===== config.mk =====
export PLATFORM = sky130hd
export DESIGN_NAME = pico_sseg_scan
export DESIGN_NICKNAME = d
export VERILOG_FILES = /design/src/rtl/pico_sseg_scan.sv
export SDC_FILE = /design/constraint.sdc
export NUM_CORES = 1
export LEC_CHECK = 0
export ABC_AREA = 1
export CORE_ASPECT_RATIO = 0.6
export CORE_MARGIN = 1.5
export CORE_UTILIZATION = 50
export CTS_CLUSTER_SIZE = 30
export DETAILED_ROUTE_END_ITERATION = 10
export GPL_TIMING_DRIVEN = 0
export PLACE_DENSITY = 0.77
export SETUP_SLACK_MARGIN = 0.1
export SYNTH_ARGS = -nofsm -noshare
export SYNTH_HDL_FRONTEND = slang
export SYNTH_SLANG_ARGS = --single-unit

===== constraint.sdc =====
create_clock -name clk -period 2.68 [get_ports clk]
set_input_delay 0.536 -clock clk [delete_from_list [all_inputs] [get_ports clk]]
set_output_delay 0.536 -clock clk [all_outputs]
set_load 0.005 [all_outputs]

===== src/rtl/pico_sseg_scan.sv =====
// Memory-mapped seven-segment scanner for the PicoRV32 native bus: up to 8 digits, hex decode, PWM brightness.
// Optional per-digit blink is compiled in when SSEG_BLINK_EN is defined.
module pico_sseg_scan #(
  parameter int unsigned NUM_DIGITS = 4,
  parameter int unsigned PHASE_DIV  = 3125
) (
  input  logic                  clk,
  input  logic                  resetn,
  input  logic                  busin_valid,
  input  logic [31:0]           busin_addr,
  input  logic [31:0]           busin_wdata,
  input  logic [3:0]            busin_wstrb,
  output logic                  busout_ready,
  output logic [31:0]           busout_rdata,
  output logic [7:0]            busout_sseg,
  output logic [NUM_DIGITS-1:0] busout_led
);

  localparam int unsigned CNT_W = (PHASE_DIV > 1) ? $clog2(PHASE_DIV) : 1;

  logic                       ready_q, ready_d;
  logic [31:0]                rdata_q, rdata_d;
  logic [7:0]                 sseg_q, sseg_d;
  logic [NUM_DIGITS-1:0]      led_q, led_d;
  logic [NUM_DIGITS-1:0][7:0] pat_q, pat_d;
  logic                       hex_q, hex_d;
  logic [NUM_DIGITS-1:0]      en_q, en_d;
  logic [3:0]                 bright_q, bright_d;
  logic [CNT_W-1:0]           cnt_q, cnt_d;
  logic [3:0]                 phase_q, phase_d;
  logic [2:0]                 idx_q, idx_d;
  logic                       frame_q, frame_d;
`ifdef SSEG_BLINK_EN
  logic [NUM_DIGITS-1:0]      blink_mask_q, blink_mask_d;
  logic [5:0]                 blink_cnt_q, blink_cnt_d;
  logic                       blink_q, blink_d;
`endif

  logic        accept, is_wr, is_rd;
  logic [1:0]  sel;
  logic        cnt_last, slot_end, frame_wrap;
  logic [63:0] data_all;
  logic [31:0] ctrl_rd, status_rd, rd_val;
  logic [NUM_DIGITS-1:0] vis;
  logic        unused_ok;

  assign unused_ok = &{1'b0, busin_addr[31:4], busin_addr[1:0], busin_wdata};

  assign accept = busin_valid & ~ready_q;
  assign is_wr  = accept & (|busin_wstrb);
  assign is_rd  = accept & ~(|busin_wstrb);
  assign sel    = busin_addr[3:2];

  // Active-high segment pattern {dp,g..a} for a stored byte.
  function automatic logic [7:0] seg_of(input logic [7:0] b, input logic hex);
    logic [6:0] s;
    case (b[3:0])
      4'h0: s = 7'h3F; 4'h1: s = 7'h06; 4'h2: s = 7'h5B; 4'h3: s = 7'h4F;
      4'h4: s = 7'h66; 4'h5: s = 7'h6D; 4'h6: s = 7'h7D; 4'h7: s = 7'h07;
      4'h8: s = 7'h7F; 4'h9: s = 7'h6F; 4'hA: s = 7'h77; 4'hB: s = 7'h7C;
      4'hC: s = 7'h39; 4'hD: s = 7'h5E; 4'hE: s = 7'h79; default: s = 7'h71;
    endcase
    return hex ? {b[7], s} : b;
  endfunction

  // Register read mux; bytes and mask bits beyond NUM_DIGITS stay zero.
  always_comb begin
    data_all = '0;
    for (int i = 0; i < int'(NUM_DIGITS); i++) data_all[8*i +: 8] = pat_q[i];
    ctrl_rd = '0;
    ctrl_rd[0] = hex_q;
    ctrl_rd[8 +: NUM_DIGITS] = en_q;
    ctrl_rd[19:16] = bright_q;
`ifdef SSEG_BLINK_EN
    ctrl_rd[24 +: NUM_DIGITS] = blink_mask_q;
`endif
    status_rd = {23'd0, frame_q, 5'd0, idx_q};
    case (sel)
      2'd0:    rd_val = data_all[31:0];
      2'd1:    rd_val = data_all[63:32];
      2'd2:    rd_val = ctrl_rd;
      default: rd_val = status_rd;
    endcase
  end

  // Byte-strobed register writes, applied on the accept edge.
  always_comb begin
    pat_d    = pat_q;
    hex_d    = hex_q;
    en_d     = en_q;
    bright_d = bright_q;
`ifdef SSEG_BLINK_EN
    blink_mask_d = blink_mask_q;
`endif
    if (is_wr) begin
      for (int i = 0; i < int'(NUM_DIGITS); i++) begin
        if (sel == 2'(i / 4) && busin_wstrb[i % 4]) pat_d[i] = busin_wdata[8*(i % 4) +: 8];
      end
      if (sel == 2'd2) begin
        if (busin_wstrb[0]) hex_d    = busin_wdata[0];
        if (busin_wstrb[1]) en_d     = busin_wdata[8 +: NUM_DIGITS];
        if (busin_wstrb[2]) bright_d = busin_wdata[19:16];
`ifdef SSEG_BLINK_EN
        if (busin_wstrb[3]) blink_mask_d = busin_wdata[24 +: NUM_DIGITS];
`endif
      end
    end
  end

  // Scan timebase: cycles -> phase -> digit index -> frame.
  always_comb begin
    cnt_last   = (cnt_q == CNT_W'(PHASE_DIV - 1));
    slot_end   = cnt_last && (phase_q == 4'd15);
    frame_wrap = slot_end && (idx_q == 3'(NUM_DIGITS - 1));
    cnt_d      = cnt_last ? '0 : cnt_q + 1'b1;
    phase_d    = cnt_last ? phase_q + 4'd1 : phase_q;
    idx_d      = slot_end ? (frame_wrap ? 3'd0 : idx_q + 3'd1) : idx_q;
    frame_d    = frame_q ^ frame_wrap;
`ifdef SSEG_BLINK_EN
    blink_cnt_d = frame_wrap ? blink_cnt_q + 6'd1 : blink_cnt_q;
    blink_d     = blink_q ^ (frame_wrap && (blink_cnt_q == 6'd63));
`endif
  end

  // Display drive; the last cycle of a slot is blanked so digit changes never overlap.
  always_comb begin
`ifdef SSEG_BLINK_EN
    vis = en_q & ~(blink_mask_q & {NUM_DIGITS{blink_q}});
`else
    vis = en_q;
`endif
    led_d  = '1;
    sseg_d = 8'hFF;
    if (!((NUM_DIGITS > 1) && slot_end)) begin
      for (int i = 0; i < int'(NUM_DIGITS); i++) begin
        if (idx_q == 3'(i) && vis[i] && (phase_q <= bright_q)) begin
          led_d[i] = 1'b0;
          sseg_d   = ~seg_of(pat_q[i], hex_q);
        end
      end
    end
    ready_d = accept;
    rdata_d = is_rd ? rd_val : 32'd0;
  end

  always_ff @(posedge clk) begin
    if (!resetn) begin
      ready_q  <= 1'b0;
      rdata_q  <= '0;
      sseg_q   <= 8'hFF;
      led_q    <= '1;
      pat_q    <= '0;
      hex_q    <= 1'b0;
      en_q     <= '1;
      bright_q <= 4'd15;
      cnt_q    <= '0;
      phase_q  <= '0;
      idx_q    <= '0;
      frame_q  <= 1'b0;
`ifdef SSEG_BLINK_EN
      blink_mask_q <= '0;
      blink_cnt_q  <= '0;
      blink_q      <= 1'b0;
`endif
    end else begin
      ready_q  <= ready_d;
      rdata_q  <= rdata_d;
      sseg_q   <= sseg_d;
      led_q    <= led_d;
      pat_q    <= pat_d;
      hex_q    <= hex_d;
      en_q     <= en_d;
      bright_q <= bright_d;
      cnt_q    <= cnt_d;
      phase_q  <= phase_d;
      idx_q    <= idx_d;
      frame_q  <= frame_d;
`ifdef SSEG_BLINK_EN
      blink_mask_q <= blink_mask_d;
      blink_cnt_q  <= blink_cnt_d;
      blink_q      <= blink_d;
`endif
    end
  end

  assign busout_ready = ready_q;
  assign busout_rdata = rdata_q;
  assign busout_sseg  = sseg_q;
  assign busout_led   = led_q;

endmodule

# Word-level counts from Yosys, hierarchy flattened
# Memory sizes are Yosys's and may differ from the RTL's. A register that Yosys moved wholly into a read port is not among the register bits.
# Index checks and enable logic that the tools add are counted.
# word_totals
ff_bits,106
latchBits,0
ramBits,0
rom_bits,448
in_bits,71
output_inout_bits,45
elab_cells,98
memories,4
# mem_list
name,depth,word_bits,read_ports,rd_clocked_by_memory_dff,wr,line,text
(no name shown),16,7,1,1,0,57,case (b[3:0])
(no name shown),16,7,1,1,0,57,
(no name shown),16,7,1,1,0,57,
(no name shown),16,7,1,1,0,57,
# op_classes
addsub,3
mul,0
div_mod_pow,0
order_cmp,1
eq_ne,7
shifts,0
n_mux,30
n_bitwise,11
n_reduce_logical,27
# op_table
operator,count
one-hot mux 32 bit (3 select lines),1
two-way mux 7 bit,12
two-way mux 4 bit,8
two-way mux 8 bit,4
inverter 8 bit,4
logical AND 1 bit,14
"adder 12 x 1 -> 12 bit, second input constant",1
"equality test 12 bit, second input constant",1
AND reduction 2 bit,5
AND reduction 3 bit,3
"equality test 3 x 2 -> 1 bit, second input constant",2
"adder 4 x 1 -> 4 bit, second input constant",1
"equality test 4 bit, second input constant",1
<= comparator 4 bit,1
two-way mux 1 bit,4
OR reduction 2 bit,2
OR reduction 4 bit,1
"adder 3 x 1 -> 3 bit, second input constant",1
AND 1 bit,3
"equality test 3 x 1 -> 1 bit, second input constant",1
zero test 3 bit,1
two-way mux 3 bit,1
inverter 1 bit,3
"equality test 2 x 1 -> 1 bit, second input constant",1
3 further kinds,3

# Longest topological paths before layout
# Gate-level depths: netlist of the first run.
# depth
depth_word,11
mapped_depth,14
mapped_depth_nobuf,14

# Worst setup path before layout of the first run
# Ideal clock, no wire load.
# synth_timing
path_kind,input-to-reg
start,in busin_addr[3]
end,reg (tool-made name)
setup_time_ns,0.121
t_arrival_ns,1.974
t_required_ns,2.559
setup_slack_ns,0.584
path_stages,10
cell_sequence,nor2_4 inv_4 nor2_4 nor2_1 nor3_2 inv_1 ha_1 inv_1 o21ai_0 o21ai_2
# synth_lines
item,line,text
from (decl),10,"input logic [31:0] busin_addr,"

==> impl_metrics.toml, run 1 <==
[routing]
postRouteWirelength_um = 16900
via_per_inst = 5.175
drt_pre_antenna_iters = 7
routedWlPerCell_um = 15.36
initialDrtViolationCount = 477
drtAntennaViolNets = 0
drcViolationCount = 0
vias = 5692

[setup_path]
startpoint_type = "input pin"
critPathMostFrequentCell = "nor2_4"
crit_path_start = "busin_addr[3]"
cp-end-kind = "flop"
cp_num_cells = 13
cpLargestDelayFamily = "buffers and inverters"
slowest_delay_ns = 0.56
worstRegToRegCells = 12
cp_cell_sequence = "clkdlybuf4s50_1, nor2_4, inv_4, nor2_4, inv_2, buf_6, nor2_4, nor3_4, inv_1, ha_1, inv_1, o21ai_1, o21ai_2"
worstPathArrival_ns = 2.74
critPathMaxFanout = 10
critPathRequiredTime_ns = 2.98
cp_slowest_cell = "clkdlybuf4s50_1"
rr_startpoint = "busout_ready"
worst-path-buf-inv = 6
worstSetupPathType = "in -> reg"

[cts]
htree_num_levels = 4
tritoncts = "done"
numClockSinks = 134
clock_path_buffers = 2
insertion_delay_ns = 0.42
cts-hold-fix-buffers = 0
cts_made_buffers = 17
clk_pin_slew_ns = 0.06
ctsRootBufferMaster = "clkbuf_16"

[die]
initial_core_util_pct = 51.31
ioPinCount = 116
rows = 31
die_y_um = 89.33
core_region_area_um2 = 12100
die_area_um2 = 13120
die_x_um = 146.9

[layout]
drive_gt1_share_pct = 10.16
antennaDiodeCount = 0
design_area_um2 = 7875
nNetsFinal = 1033
area_growth_pct = 26.82
nFillCells = 1036
final_cells = 1100

[sta]
finalClockSkew_ns = 0.008958
post-route-period-util_pct = 90.92
tightest_slew_ns = 0.7394
drv_slew = 0
hold_violations = 0
max_slew_margin_pct = 50.71
max_clock_freq_mhz = 410.4
period_minus_slack_ns = 2.437
setup_viol = 0
rsz0062_at_grt = "false"
layout_setup_ws_ns = 0.2434
timing.hold.ws_ns = 0.4518
final.setup.tns_ns = 0

[power]
power_density_nw_per_um2 = 600.9
irDropWorstVdd_v = 0.0004281
p_leak_uw = 0.003499

[yosys]
syn_area_um2 = 6210
netlist.area_leader.share_pct = 43.20
avgSynthCellArea_um2 = 7.591
synthCells = 818
synth_top_flop_cell = "dfxtp_1"
synth_edf_count = 0
synth_cell_types = 43
synthTopCellsByArea = "dfxtp_1, nand2_1, ha_1"
yosys.area.top_type = "dfxtp_1"
ys_async_sr_fraction_pct = 0
yosysSeqAreaShare_pct = 43.20
syn_nets = 929
synth.yosys.warnings = 0
ys_ff_latch = 134

[run_status]
outcome = "finished clean"

[place]
placed_cells = 1067
dp_hpwl_um = 12540
numPortBuffers = 84
placed_area_um2 = 7257
gp_congestion = 0.9622
place_ws_ns = -0.2944

[global_route]
grt_pass1_vias = 5246
grt_usage_pct = 26.89
grt_max_degree = 17
antenna_found_initial = 0
grt_pass1_wl_um = 26850
globalRouteOverflowTotal = 0

[worst_hold_path]
min_path_type = "reg -> reg"
min-delay-start = "cnt_q[0]"
whs_path_depth = 1

[run]
cap_violations = 0
worst register-to-register path: stages, from the launching register on:
cell and delay (ns):
dfxtp_1 0.40, inv_1 0.10, nand3_1 0.17, nor2_4 0.08, inv_2 0.09, buf_6 0.16
nor2_4 0.05, nor3_4 0.28, inv_1 0.16, ha_1 0.32, inv_1 0.04, o21ai_1 0.15
o21ai_2 0.07
where the power goes:
part           total [uW]  internal [uW]  switching [uW]
clock                2300           1330             974
sequential           2070           2050            21.9
combinational         358            141             217
cells in the mapped netlist (2+ instances only):
master	number
inv_2	11
buf_2	8
nor2_4	6
ha_1	40
buf_6	3
nand2_4	2
nor2_1	64
nor3_1	28
nand3b_1	2
nand2_2	8
or2_2	2
nand3_1	47
xor2_1	4
clkbuf_1	13
nor3_2	3
o211ai_1	5
dfxtp_1	134
inv_1	112
o21ai_0	62
o21ai_2	6
a21oi_1	44
nor3b_1	3
nand3_2	2
nand2_1	159
nand4_1	10
o22ai_1	11
o21ai_1	12
and3_1	2
per-stage QoR:
| stage | utilization (%) | power (uW) |
|---|---|---|
| finish | 65.07 | 4732 |
| global route | 65.07 | 4880 |
| CTS | 64.77 | 4728 |
| detailed placement | 59.97 | 2455 |
| global placement | 59.97 | 2450 |
| floorplan | - | 2304 |
layer usage:
layer,track usage [%],part of all wire [%]
met1,38.37,49
met2,37.99,40
met3,9.133,10
met4,8.356,1.2
met5,0,0
cell usage in the layout (no fill, tap or decap), types with 2 or more instances in the layout:
cell / n
nor3_4: 2
clkinv_4: 3
o211ai_1: 5
inv_2: 11
clkbuf_1: 13
xor2_1: 4
nor3b_1: 3
nand3_2: 3
clkbuf_16: 17
nand3b_1: 2
nor3_1: 28
buf_6: 3
o21ai_0: 61
nand2_1: 159
buf_2: 7
or2_2: 2
nand2_2: 8
nor2_1: 63
ha_1: 40
nand2_4: 2
o21ai_2: 7
o21ai_1: 12
clkdlybuf4s50_1: 84
o22ai_1: 11
and3_1: 2
clkinv_2: 2
inv_8: 2
dfxtp_1: 134
inv_6: 5
nor2_4: 7
nand4_1: 10
a21oi_1: 44
buf_4: 3
nand3_1: 46
inv_1: 112
area by class of cell:
| type | instances | area, um2 | share of cell area, % |
|---|---|---|---|
| Multi-Input combinational cell | 533 | 2950 | 37.46 |
| Inverter | 125 | 471.7 | 5.990 |
| Clock buffer | 18 | 439.2 | 5.577 |
| Sequential cell | 134 | 2683 | 34.06 |
| Timing Repair Buffer | 85 | 848.3 | 10.77 |
| Tap cell | 165 | 206.4 | 2.622 |
| Buffer | 26 | 136.4 | 1.732 |
| Clock inverter | 14 | 140.1 | 1.779 |
path summary, 6_finish.rpt:
kind / end / slack [ns]
worst min register to register: cnt_q[0] / 0.45
worst max-delay path: flop / 0.24
worst max register to register: flop / 0.49
worst min-delay path: cnt_q[0] / 0.45
timing repair:
action                     in CTS  in global routing
setup endpoints to repair       2                 12
hold endpoints to repair        0                  0
pin swaps                       0                  2
setup buffers                   0                  1
resized for setup               1                  8
logic make-up after synthesis:
logic type	after synthesis	share of synthesized area, %
xor+xnor	5	0.7052
buf+inv	151	9.752
fa+ha+maj	40	8.060
simple gates	342	25.11
flops	134	43.20
compound gates	146	13.18
(Power assumes the default switching activity.)
==> inputs of run 2 (changes only) <==
- ABC_CLOCK_PERIOD_IN_PS: not set -> 2400
- CAP_MARGIN: not set -> 40
- clock period: 2.68 -> 2.4 ns (I/O delays scaled with it)
==> run 2 against run 1 <==
Effect of this change:
- die area unchanged
- critical path type unchanged
- sequential power rose by 12%
- worst setup slack got worse by 0.033 ns
==> impl_metrics.toml, run 2 (same netlist as run 1, synthesis figures left out) <==
[power]
p_leak_uw = 0.003559
irDropWorstVdd_v = 0.0005020
power_density_nw_per_um2 = 662.4

[routing]
initialDrtViolationCount = 492
drtAntennaViolNets = 0
drcViolationCount = 0
via_per_inst = 5.210
drt_pre_antenna_iters = 5
vias = 5767
routedWlPerCell_um = 15.42
postRouteWirelength_um = 17070

[global_route]
grt_max_degree = 17
grt_usage_pct = 27.00
grt_pass1_vias = 5277
antenna_found_initial = 0
grt_pass1_wl_um = 26960
globalRouteOverflowTotal = 0

[setup_path]
critPathMaxFanout = 10
worstSetupPathType = "in -> reg"
worstPathArrival_ns = 2.53
critPathRequiredTime_ns = 2.74
cp-end-kind = "flop"
startpoint_type = "input pin"

[die]
die_area_um2 = 13120
rows = 31
die_x_um = 146.9
initial_core_util_pct = 51.31
die_y_um = 89.33
ioPinCount = 116
core_region_area_um2 = 12100

[run]
cap_violations = 0

[sta]
finalClockSkew_ns = 0.008529
post-route-period-util_pct = 91.22
period_minus_slack_ns = 2.189
rsz0062_at_grt = "false"
max_clock_freq_mhz = 456.8
tightest_slew_ns = 0.7179
hold_violations = 0
setup_viol = 0
drv_slew = 0
max_slew_margin_pct = 52.14

[worst_hold_path]
min_path_type = "in -> reg"

[layout]
antennaDiodeCount = 0
layout_common_cells = "nand2_1, dfxtp_1, inv_1, clkdlybuf4s50_1, nor2_1"
final_cells = 1107
area_growth_pct = 28.97
final_common_cell = "nand2_1"
drive_gt1_share_pct = 12.10
nNetsFinal = 1040
design_area_um2 = 8009
fin_util_pct = 66.18

[cts]
cts-hold-fix-buffers = 0
clk_pin_slew_ns = 0.06
insertion_delay_ns = 0.42
cts_made_buffers = 17
ctsRootBufferMaster = "clkbuf_16"
tritoncts = "done"
htree_num_levels = 4
clock_path_buffers = 2
numClockSinks = 134

[place]
gp_congestion = 0.9622
dp_hpwl_um = 12540
placed_area_um2 = 7257
numPortBuffers = 84
placed_cells = 1067

[run_status]
outcome = "finished clean"
run 2: cell types whose count changed in the layout (fill, tap and decap cells not counted), moves of 3 or more:
cell	delta
nand3_4	+4
clkdlybuf4s50_1	-4
nor2_2	+3
buf_4	+5
dlymetal6s2s_1	+3
inv_1	-7
inv_2	+7
nand3_2	-3
run 2: worst paths after layout:
kind / start / to / slack [ns] / cells past startpoint
setup reg to reg: busout_ready / flop / 0.34 / 12
hold / removal: resetn / data_all[16] / 0.43 / 3
hold reg to reg: cnt_q[0] / cnt_q[0] / 0.45 / 1
setup / recovery: busin_wstrb[1] / flop / 0.21 / 12
run 2: worst max-delay path, cell delays in order:
cell             delay [ns]
clkdlybuf4s50_1        0.53
nand3_1                0.21
nor2_4                 0.19
inv_2                  0.07
buf_6                  0.15
nor2_4                 0.12
nor3_4                 0.07
buf_4                  0.17
ha_1                   0.24
nand2_4                0.09
nand2_2                0.06
o22ai_2                0.15
run 2: final cells by class:
type | count | area, um2
Buffer | 26 | 146.4
Multi-Input combinational cell | 533 | 3003
Sequential cell | 134 | 2683
Timing Repair Buffer | 92 | 919.6
Clock buffer | 18 | 439.2
Tap cell | 165 | 206.4
Inverter | 125 | 471.7
Clock inverter | 14 | 140.1
Fill cell | 1018 | 4093
run 2: power breakdown:
group | switching, uW | total (uW) | internal [uW] | leakage, uW
Sequential | 24.6 | 2310 | 2290 | 0.00109
Combinational | 250 | 417 | 167 | 0.00219
Clock | 1090 | 2570 | 1480 | 0.000286
run 2: stage by stage:
step	TNS, ns	worst slack (ns)	power [uW]	hold slack (ns)
finish	0	0.2107	5305	0.4268
global route	0	0.1273	5471	0.4259
CTS	0	0.09886	5285	0.4555
detailed placement	-9.261	-0.5184	2741	0.4471
global placement	-8.788	-0.4963	2736	0.4373
floorplan	0	0.3601	2573	0.4173
run 2: routing by layer:
layer	track usage (%)	routed length, um
met1	38.89	8437
met2	38.34	6723
met3	8.878	1650
met4	7.530	256
met5	0	0
run 2: what timing repair did:
item / in CTS / in global routing
pin swaps: 3 / 6
setup buffers: 3 / 5
endpoints found under the setup margin: 18 / 24
gates resized for setup: 7 / 26
